**src/rtl/settle_counter.sv**
```systemverilog
// Loadable down-counter timing how long each vector is held before sampling.
module settle_counter #(
    parameter int unsigned SETTLE_CYCLES = 2
) (
    input  logic clk,
    input  logic rst,
    input  logic load,
    output logic zero
);

    localparam int unsigned          CW     = $clog2(SETTLE_CYCLES + 1);
    localparam logic [CW-1:0]        RELOAD = CW'(SETTLE_CYCLES - 1);

    logic [CW-1:0] cnt;

    // zero is registered alongside the count so it is valid on the same cycle.
    always_ff @(posedge clk or posedge rst) begin
        if (rst) begin
            cnt  <= '0;
            zero <= 1'b1;
        end else if (load) begin
            cnt  <= RELOAD;
            zero <= (RELOAD == '0);
        end else if (cnt != '0) begin
            cnt  <= cnt - CW'(1);
            zero <= (cnt == CW'(1));
        end
    end

endmodule

```
**config.mk**
```make
export PLATFORM = sky130hd
export DESIGN_NAME = settle_counter
export DESIGN_NICKNAME = d
export VERILOG_FILES = /design/src/rtl/settle_counter.sv
export SDC_FILE = /design/constraint.sdc
export NUM_CORES = 1
export LEC_CHECK = 0
export BUFFER_PORTS_ARGS = -buffer_cell sky130_fd_sc_hd__buf_2
export CAP_MARGIN = 20
export CORE_AREA = 2 2 39 41
export CTS_CLUSTER_SIZE = 16
export DETAILED_ROUTE_END_ITERATION = 10
export DIE_AREA = 0 0 41 43
export GPL_TIMING_DRIVEN = 0
export PLACE_DENSITY = 0.36
export SLEW_MARGIN = 25
export SYNTH_ARGS = -nofsm -noshare
export SYNTH_HDL_FRONTEND = slang
export SYNTH_SLANG_ARGS = --single-unit
```
**constraint.sdc**
```tcl
create_clock -name clk -period 1.7 [get_ports clk]
set_clock_uncertainty 0.05 [all_clocks]
set_input_delay 0.34 -clock clk [delete_from_list [all_inputs] [get_ports clk]]
set_output_delay 0.34 -clock clk [all_outputs]
set_load 0.02 [all_outputs]
```
==> key figures <==
Worst setup path
  • Setup CP Type: flop to output pin
  • Worst endpoint required time: approximately 1.3 ns
  • Crit-path max FO: 2
  • Critical Path Source Type: flop
  • Worst-path cell chain: buf_2
  • Family with the most delay on the worst path: flip-flops
  • Buf/Inv on CP: 1
  • Data arrival, critical path: approximately 0.9 ns
  • CP Capture Type: output pin
  • Max incr delay on CP: approximately 0.52 ns
  • Highest-delay cell along the critical path: dfstp_2

CTS
  • Num CTS Buffers: 3
  • CTS tree: built
  • Skew-Pair Late Insertion Delay: ~0.23 ns
  • Post-CTS sizing: 0
  • Setup bufs post-CTS: 0
  • Deepest clock path buffer count: 2
  • Clock transition at path regs: roughly 0.040 ns
  • Clock sinks: 3
  • CTS hold repair buffers: 1
  • CTS H-tree lvls: 1
  • Root buf cell: clkbuf_4

Outcome
  • Outcome: finished clean

Logic synthesis
  • Top-count cell post-synth: inv_1
  • Number of synthesized flops with an enable pin: 0
  • Main flop type after synthesis: dfrtp_1
  • Async set or reset register ratio after synthesis: 1.00
  • FF+latch count, synth: 3
  • Sequential-to-total area share from yosys stat: 0.492
  • Post-Syn Instances: 14
  • Synth cell types: 10
  • Syn Area/Cell: 11.1 sq um
  • Synth Cell Area: around 160 sq um
  • Syn. warnings: 0
  • List of most frequent post-synthesis cells: inv_1, dfrtp_1, ha_1
  • Post-synth top area share: 0.323
  • Dominant cells by area after synthesis: dfrtp_1, dfstp_2, ha_1
  • Post-Syn Nets: 19
  • Synth area leader: dfrtp_1

Timing
  • TNS Setup: 0 ns
  • PnR worst setup slack: 0.407 ns
  • Measured slew at the worst slew-check pin: about 0.21 ns
  • Relative slew slack: 0.857
  • Fin crit period: 1.29 ns
  • Fin. max-slew vios: 0
  • Final hold vios: 0
  • RSZ-0062 raised after global routing: no
  • Fmax: 0.773 GHz
  • Ratio of final minimum period to clock period: 0.761
  • Setup-failing EPs final: 0

Place
  • Gpl congestion: just over 0.6
  • Dpl ws: around 0.47 ns
  • IO buf count: 3
  • Dpl hpwl: ~210 um

Global routing
  • Vias in the first global route: 117
  • Largest net degree at the start of global routing: 5
  • First-pass GRT wire length: between 400 and 500 um
  • GRT Residual Overflow: 0
  • Initial antenna violation count: 0
  • GR Util All Layers: 0.0433

Cells and area
  • Antenna cells: 0
  • Final #Nets: 28
  • P&R area growth vs syn: 46.0%
  • Layout cells sized above 1: 0.318

Floorplan
  • DIE AREA: between 1500 and 2000 sq um
  • Total core area: 1380 sq um
  • Die H: roughly 43 um
  • Ports: 4
  • Die width: around 41 um
  • Row Count: 14
  • Starting density of the core: 0.112

Power and ir drop
  • Highest ir drop seen on vdd: about 360 uV
  • Leak: roughly 0.00011 uW
  • Power per cell area: around 1800 nW/um^2

Routing
  • DR iter-0 viols: 0
  • Via count: ~120
  • Drt drc: 0
  • Post-Route WL: approximately 260 um
  • Final antenna-violating net count: 0
  • DR WL/cell: 6.92 um
  • Drt first pass iters: 1
  • Vias/cell: 3.05

Min path
  • HP Class: primary input to flop

Run
  • Max-cap violations: 0
[cells in the final DEF (no fill, tap or decap), types with 2 or more instances in the layout]
master	n
buf_2	3
clkbuf_4	3
dfrtp_1	2
ha_1	2
inv_1	3
[layout make-up]
class,instances,area (sq um)
Clock buffer,4,26.3
Fill cell,159,1160
Inverter,3,11.3
Multi-Input combinational cell,8,67.6
Sequential cell,3,76.3
Tap cell,16,20.0
Timing Repair Buffer,4,25.0
[registers in the layout (all words and copies together), names as in the netlist]
| register | count |
|---|---|
| cnt | 2 |
| zero | 1 |
[where the power goes]
part / internal [uW] / switching (uW)
registers: 112 / 17.9
logic: 73.7 / 86.0
clock network: 87.8 / 34.7
[path summary, 6_finish.rpt]
kind	end	cells past startpoint	slack, ns	from
hold / removal	zero	2	0.21	load
min in group asynchronous	cnt[0]	3	0.46	rst
hold reg to reg	zero	2	0.49	zero
setup reg to reg	cnt[1]	4	0.48	cnt[0]
setup / recovery	zero	1	0.41	zero
max in group asynchronous	zero	3	0.92	rst
[cell families after synthesis]
| family | Yosys count | synth area share |
|---|---|---|
| fa+ha+maj | 2 | 0.161 |
| xor+xnor | 1 | 0.0565 |
| compound gates | 1 | 0.0484 |
| buf+inv | 3 | 0.0726 |
| mux | 1 | 0.0645 |
| flops | 3 | 0.492 |
| simple gates | 3 | 0.105 |
[routing by layer]
layer  global-route usage  part of all wire  vias up
li1                     -                 -       58
met1               0.0388              0.42       54
met2               0.0469              0.47        4
met3               0.0209              0.11        0
met4               0.0800                 0        0
met5                    0                 0        -
[metrics by stage]
| step | util | power [uW] | instances | hold slack (ns) | instance area [sq um] |
|---|---|---|---|---|---|
| finish | 0.164 | 412 | 38 | 0.210 | 226 |
| floorplan | - | 254 | 14 | 0.0429 | 155 |
| global placement | 0.137 | 279 | 33 | 0.152 | 190 |
| CTS | 0.164 | 425 | 38 | 0.201 | 226 |
| global route | 0.164 | 453 | 38 | 0.216 | 226 |
| detailed placement | 0.137 | 292 | 33 | 0.160 | 190 |
(Power assumes the default switching activity.)
